$ cat src/rtl/packet_injector.sv
// packet_injector
//   Host-writable ingress buffer for the three switch input ports. Software
//   pushes 32-bit words over an Avalon-MM slave into one of three FIFOs. Each
//   FIFO drains through a registered valid/ready stage into its switch port.
//
// Ports
//   clk, reset                 clock, synchronous active-high reset
//   chipselect, read, write    Avalon slave strobes
//   address[3:0]               Avalon word address
//   writedata[31:0]            Avalon write data
//   readdata[31:0]             registered Avalon read data (251 when idle)
//   dataN[31:0], validN        head word and valid for switch port N
//   readyN                     switch port N accepts dataN
module packet_injector #(
  parameter int DEPTH = 16
) (
  input  logic        clk,
  input  logic        reset,
  input  logic        chipselect,
  input  logic        read,
  input  logic        write,
  input  logic [3:0]  address,
  input  logic [31:0] writedata,
  output logic [31:0] readdata,
  output logic [31:0] data1,
  output logic [31:0] data2,
  output logic [31:0] data3,
  output logic        valid1,
  output logic        valid2,
  output logic        valid3,
  input  logic        ready1,
  input  logic        ready2,
  input  logic        ready3
);

  localparam int AW = $clog2(DEPTH);
  localparam int CW = AW + 1;

  logic [31:0]   mem_q [3][DEPTH];
  logic [AW-1:0] wr_ptr_q [3], wr_ptr_d [3];
  logic [AW-1:0] rd_ptr_q [3], rd_ptr_d [3];
  logic [CW-1:0] occ_q [3], occ_d [3];
  logic [11:0]   sent_q [3], sent_d [3];
  logic [31:0]   data_q [3], data_d [3];
  logic [2:0]    valid_q, valid_d;
  logic [2:0]    en_q, en_d;
  logic [2:0]    ovf_q, ovf_d;
  logic [31:0]   readdata_q, readdata_d;

  logic       wr_en, rd_en;
  logic [2:0] ready, push, full, push_ok, load, xfer;

  assign ready = {ready3, ready2, ready1};

  always_comb begin
    wr_en   = chipselect && write;
    rd_en   = chipselect && read;
    en_d    = en_q;
    ovf_d   = ovf_q;
    push    = '0;
    full    = '0;
    push_ok = '0;
    load    = '0;
    xfer    = '0;
    valid_d = valid_q;
    for (int n = 0; n < 3; n++) begin
      wr_ptr_d[n] = wr_ptr_q[n];
      rd_ptr_d[n] = rd_ptr_q[n];
      occ_d[n]    = occ_q[n];
      sent_d[n]   = sent_q[n];
      data_d[n]   = data_q[n];
    end

    // Overflow clear happens first so a same-cycle set (impossible today,
    // since both need distinct addresses) would still win.
    if (wr_en && address == 4'd14) ovf_d = ovf_q & ~writedata[2:0];
    if (wr_en && address == 4'd0)  en_d  = writedata[2:0];

    for (int n = 0; n < 3; n++) begin
      push[n]    = wr_en && (address == 4'(n + 1));
      // Full is judged before any same-edge pop, so a push to a full FIFO
      // is dropped even while the output stage drains it.
      full[n]    = (occ_q[n] == CW'(DEPTH));
      push_ok[n] = push[n] && !full[n];
      // Output stage may take a new word when empty or being emptied now.
      load[n]    = (!valid_q[n] || ready[n]) && en_q[n] && (occ_q[n] != '0);
      xfer[n]    = valid_q[n] && ready[n];

      wr_ptr_d[n] = wr_ptr_q[n] + AW'(push_ok[n]);
      rd_ptr_d[n] = rd_ptr_q[n] + AW'(load[n]);
      occ_d[n]    = occ_q[n] + CW'(push_ok[n]) - CW'(load[n]);
      sent_d[n]   = sent_q[n] + 12'(xfer[n]);
      valid_d[n]  = load[n] | (valid_q[n] & ~xfer[n]);
      data_d[n]   = load[n] ? mem_q[n][rd_ptr_q[n]] : data_q[n];
      if (push[n] && full[n]) ovf_d[n] = 1'b1;
    end

    readdata_d = 32'd251;
    if (rd_en) begin
      case (address)
        4'd0:    readdata_d = {29'b0, en_q};
        4'd8:    readdata_d = 32'(occ_q[0]);
        4'd9:    readdata_d = 32'(occ_q[1]);
        4'd10:   readdata_d = 32'(occ_q[2]);
        4'd11:   readdata_d = {20'b0, sent_q[0]};
        4'd12:   readdata_d = {20'b0, sent_q[1]};
        4'd13:   readdata_d = {20'b0, sent_q[2]};
        4'd14:   readdata_d = {29'b0, ovf_q};
        default: readdata_d = 32'd252;
      endcase
    end
  end

  // FIFO storage carries no reset; pointers define what is valid.
  always_ff @(posedge clk) begin
    for (int n = 0; n < 3; n++) begin
      if (push_ok[n]) mem_q[n][wr_ptr_q[n]] <= writedata;
    end
  end

  always_ff @(posedge clk) begin
    if (reset) begin
      en_q       <= '0;
      ovf_q      <= '0;
      valid_q    <= '0;
      readdata_q <= 32'd251;
      for (int n = 0; n < 3; n++) begin
        wr_ptr_q[n] <= '0;
        rd_ptr_q[n] <= '0;
        occ_q[n]    <= '0;
        sent_q[n]   <= '0;
        data_q[n]   <= '0;
      end
    end else begin
      en_q       <= en_d;
      ovf_q      <= ovf_d;
      valid_q    <= valid_d;
      readdata_q <= readdata_d;
      for (int n = 0; n < 3; n++) begin
        wr_ptr_q[n] <= wr_ptr_d[n];
        rd_ptr_q[n] <= rd_ptr_d[n];
        occ_q[n]    <= occ_d[n];
        sent_q[n]   <= sent_d[n];
        data_q[n]   <= data_d[n];
      end
    end
  end

  assign readdata = readdata_q;
  assign data1    = data_q[0];
  assign data2    = data_q[1];
  assign data3    = data_q[2];
  assign valid1   = valid_q[0];
  assign valid2   = valid_q[1];
  assign valid3   = valid_q[2];

endmodule

$ cat config.mk
export PLATFORM = sky130hd
export DESIGN_NAME = packet_injector
export DESIGN_NICKNAME = d
export VERILOG_FILES = /design/src/rtl/packet_injector.sv
export SDC_FILE = /design/constraint.sdc
export NUM_CORES = 2
export LEC_CHECK = 0
export ABC_CLOCK_PERIOD_IN_PS = 4500
export BUFFER_PORTS_ARGS = -buffer_cell sky130_fd_sc_hd__buf_2
export CORE_UTILIZATION = 54
export DETAILED_ROUTE_END_ITERATION = 8
export PLACE_DENSITY = 0.79
export SETUP_SLACK_MARGIN = 0.4
export SYNTH_ARGS = -nofsm -noshare
export SYNTH_HDL_FRONTEND = slang
export SYNTH_SLANG_ARGS = --single-unit
$ cat constraint.sdc
create_clock -name clk -period 4.5 [get_ports clk]
set_input_delay 0.225 -clock clk [delete_from_list [all_inputs] [get_ports clk]]
set_output_delay 0.225 -clock clk [all_outputs]
set_load 0.02 [all_outputs]
==> impl_metrics.py <==
metrics = {
    "yosys": {
        "syn_avg_cell_area_um2": 20.4,
        "synth_ff_type": "edfxtp_1",
        "yosys.area.top_type": "edfxtp_1",
        "syn_inst": 3260,
        "synthArstFlopShare_pct": 0,
        "yosysWarnings": 0,
        "yosysSeqAreaShare_pct": 75.0,
        "synth.area.top_cells": "edfxtp_1, mux4_2, dfxtp_1, mux2i_1, nor3_1",
        "synth_edf_count": 1536,
        "ys_ff_latch": 1728,
        "yosys.area.top_type_share_pct": 69.2,
        "synth.distinct_cells": 59,
        "synth_area_mm2": 0.0666,
    },
    "sta": {
        "hold_viol_final": 0,
        "fin_skew_ns": 0.0333,
        "tns_ns": 0,
        "slew_viol_final": 0,
        "min_period_ns": 3.37,
        "max_slew_margin_pct": 15.2,
        "timing.fmax_mhz": 297,
        "tightestPinTransition_ns": 1.27,
        "fin_crit_sh_pct": 74.9,
        "finalSetupViolations": 0,
        "rsz0062_at_grt": "false",
    },
    "floorplanning": {
        "die_area_mm2": 0.125,
        "die_y_um": 353,
        "core_mm2": 0.122,
        "ios": 175,
        "start_util_pct": 54.6,
        "fp.dieW_um": 353,
        "std_cell_rows": 128,
    },
    "grt": {
        "grt_start_max_net_pins": 65,
        "grt_usage_pct": 24.4,
        "antenna_found_initial": 5,
        "grt-ovfl-total": 0,
        "grt_pass1_vias": 33400,
        "grt_pass1_wl_um": 223000,
    },
    "power": {
        "power.total_mw": 31.7,
        "power_frac_seq_pct": 55.1,
        "power.share.clock_pct": 43.5,
        "p_comb_share_pct": 1.4,
        "irDropWorstVdd_v": 0.000396,
        "p_leak_nw": 23.9,
        "powerDensity_mw_per_mm2": 422,
        "switching_share_pct": 20.0,
        "p_int_mw": 25.3,
        "p_sw_mw": 6.35,
    },
    "cts": {
        "cts-resized-gates": 0,
        "clockBufferDepth": 3,
        "clockRootBuffer": "clkbuf_16",
        "cts_tree": "done",
        "insertion_delay_ns": 0.77,
        "cts.sink_count": 1728,
        "htree_num_levels": 4,
        "cts_buffers": 164,
        "path_clk_slew_ns": 0.06,
    },
    "final_layout": {
        "instances_no_fill": 5266,
        "syn_to_final_growth_pct": 12.7,
        "final_cell_mix": "edfxtp_1, mux4_2, mux2i_1",
        "layout_commonest_cell": "edfxtp_1",
        "drive_gt1_share_pct": 26.0,
        "nets": 3580,
    },
    "route": {
        "wl_per_cell_um": 28.9,
        "dr.pass1.iters": 5,
        "vias_per_cell": 6.25,
        "drt_iter0_drc": 3628,
        "drt-total-wl_um": 152000,
        "vias": 32900,
        "drcViolationCount": 0,
        "ant_nets": 0,
    },
    "outcome": {
        "status": "complete, no violations",
    },
    "hold_path": {
        "hold_end": "readdata[2]",
        "min_path_type": "primary input to flop",
        "hold_depth": 4,
        "worstHoldStart": "chipselect",
    },
    "place": {
        "routabilityCongestion": 0.796,
        "io_buffers": 154,
        "placed_cells": 4945,
        "dp_hpwl_um": 82400,
    },
    "critical_path": {
        "reg2reg_to": "mem_q[0][220]",
        "crit_fanout": 25,
        "setup.worst_path.end_class": "flop",
        "crit_chain": "inv_1 -> ha_1 -> nor4bb_1 -> nor3_2 -> nand3b_1 -> nor2_4 -> buf_4",
        "ff2ff_path_depth": 7,
        "cp.required_ns": 4.99,
        "rr_startpoint": "occ_q[0][3]",
        "critPathLaunchType": "flop",
        "reg2reg_setup_slack_ns": 1.13,
        "cp_slowest_cell": "nor2_4",
        "path_class": "flop to flop",
        "cp.arrival_ns": 3.86,
        "crit_path_start": "occ_q[0][3]",
        "max_stage_delay_ns": 0.79,
    },
    "run": {
        "drv_cap": 0,
    },
}
## cell families (layout without fill, tap and decap cells)
kind of cell	Yosys count	count (layout)	synth area share [%]
compound gates	171	171	2.06
xor+xnor	45	45	0.592
fa+ha+maj	39	39	0.766
buf+inv	234	594	1.99
flops	1728	1728	75.0
mux	588	588	16.1
other cells	1	22	0.00563
simple gates	454	454	3.53
## registers in the layout (all words and copies together) (netlist names)
name and cells:
data_q 96, en_q 3, mem_q 1536, occ_q 15, ovf_q 3, rd_ptr_q 12, readdata 12, sent_q 36
valid_q 3, wr_ptr_q 12
## routing by layer
layer  part of all wire [%]  GRT usage, %  vias up
li1                       -             -    13800
met1                     37          32.3    17200
met2                     51          41.0     1636
met3                    8.5          4.18      267
met4                    3.4          8.93        0
met5                      0             0        -
## through the flow
stage	worst slack (ns)	instance area [µm²]	utilization (%)	hold slack (ns)
6_report	1.13	75000	61.5	0.0438
2_1_floorplan	0.602	66700	-	0.324
3_3_place_gp	1.07	69500	57.0	0.438
4_1_cts	1.11	75000	61.5	0.0129
5_1_grt	0.933	75000	61.5	0.0522
3_5_place_dp	1.05	69500	57.0	0.444
## cells in the mapped netlist (7+ instances only)
master and n:
buf_1 34, nor3_1 209, edfxtp_1 1536, clkbuf_1 42
or3_1 7, a22oi_1 7, nand2_1 28, nor2b_1 29
a211o_1 98, o21ai_0 10, ha_1 36, buf_2 43
nand3_1 21, mux4_2 384, inv_1 31, dfxtp_1 192
buf_6 20, a22o_1 9, buf_4 64, xnor2_1 20
xor2_1 25, nand2b_1 11, nor2_1 98, a21oi_1 20
mux2i_1 201
## worst max path at each step
stage	slack (ns)	endpoint	cells after the start
finish	1.13	mem_q[0][220]	7
global route	0.93	mem_q[0][220]	7
CTS	1.11	mem_q[0][220]	7
detailed placement	1.05	mem_q[0][220]	6
global placement	1.07	mem_q[0][216]	6
floorplan	0.60	mem_q[0][928]	6
## final cells by class
cell class / instances / area, µm²
antenna: 2 / 5.00
sequential: 1728 / 50000
multi-input combinational: 1317 / 15800
inverter: 31 / 116
clock buffer: 232 / 4600
clock inverter: 76 / 815
timing repair buffer: 255 / 1720
tap: 1625 / 2030
fill: 8089 / 47000
## worst max-delay path, delay by kind of cell, from the launching register on
kind	cells	cell delay (ns)
buffers and inverters	2	0.36
adder cells (fa/ha/maj)	1	0.18
flip-flops	1	0.38
AND/OR/NAND/NOR	4	2.15
## power by group through the flow
stage               sequential, mW  clock (mW)  combinational (mW)
global placement              17.8           0               0.418
finish                        17.5        13.8               0.442
global route                  17.4        14.5               0.464
detailed placement            17.8           0               0.435
CTS                           17.5        13.9               0.444
floorplan                     17.8           0               0.113
## timing repair
item                      CTS  global route
hold buffers               11             0
hold endpoints to repair   42             0
setup buffers               0             0
Note: power is estimated with default switching activity, not from simulation.
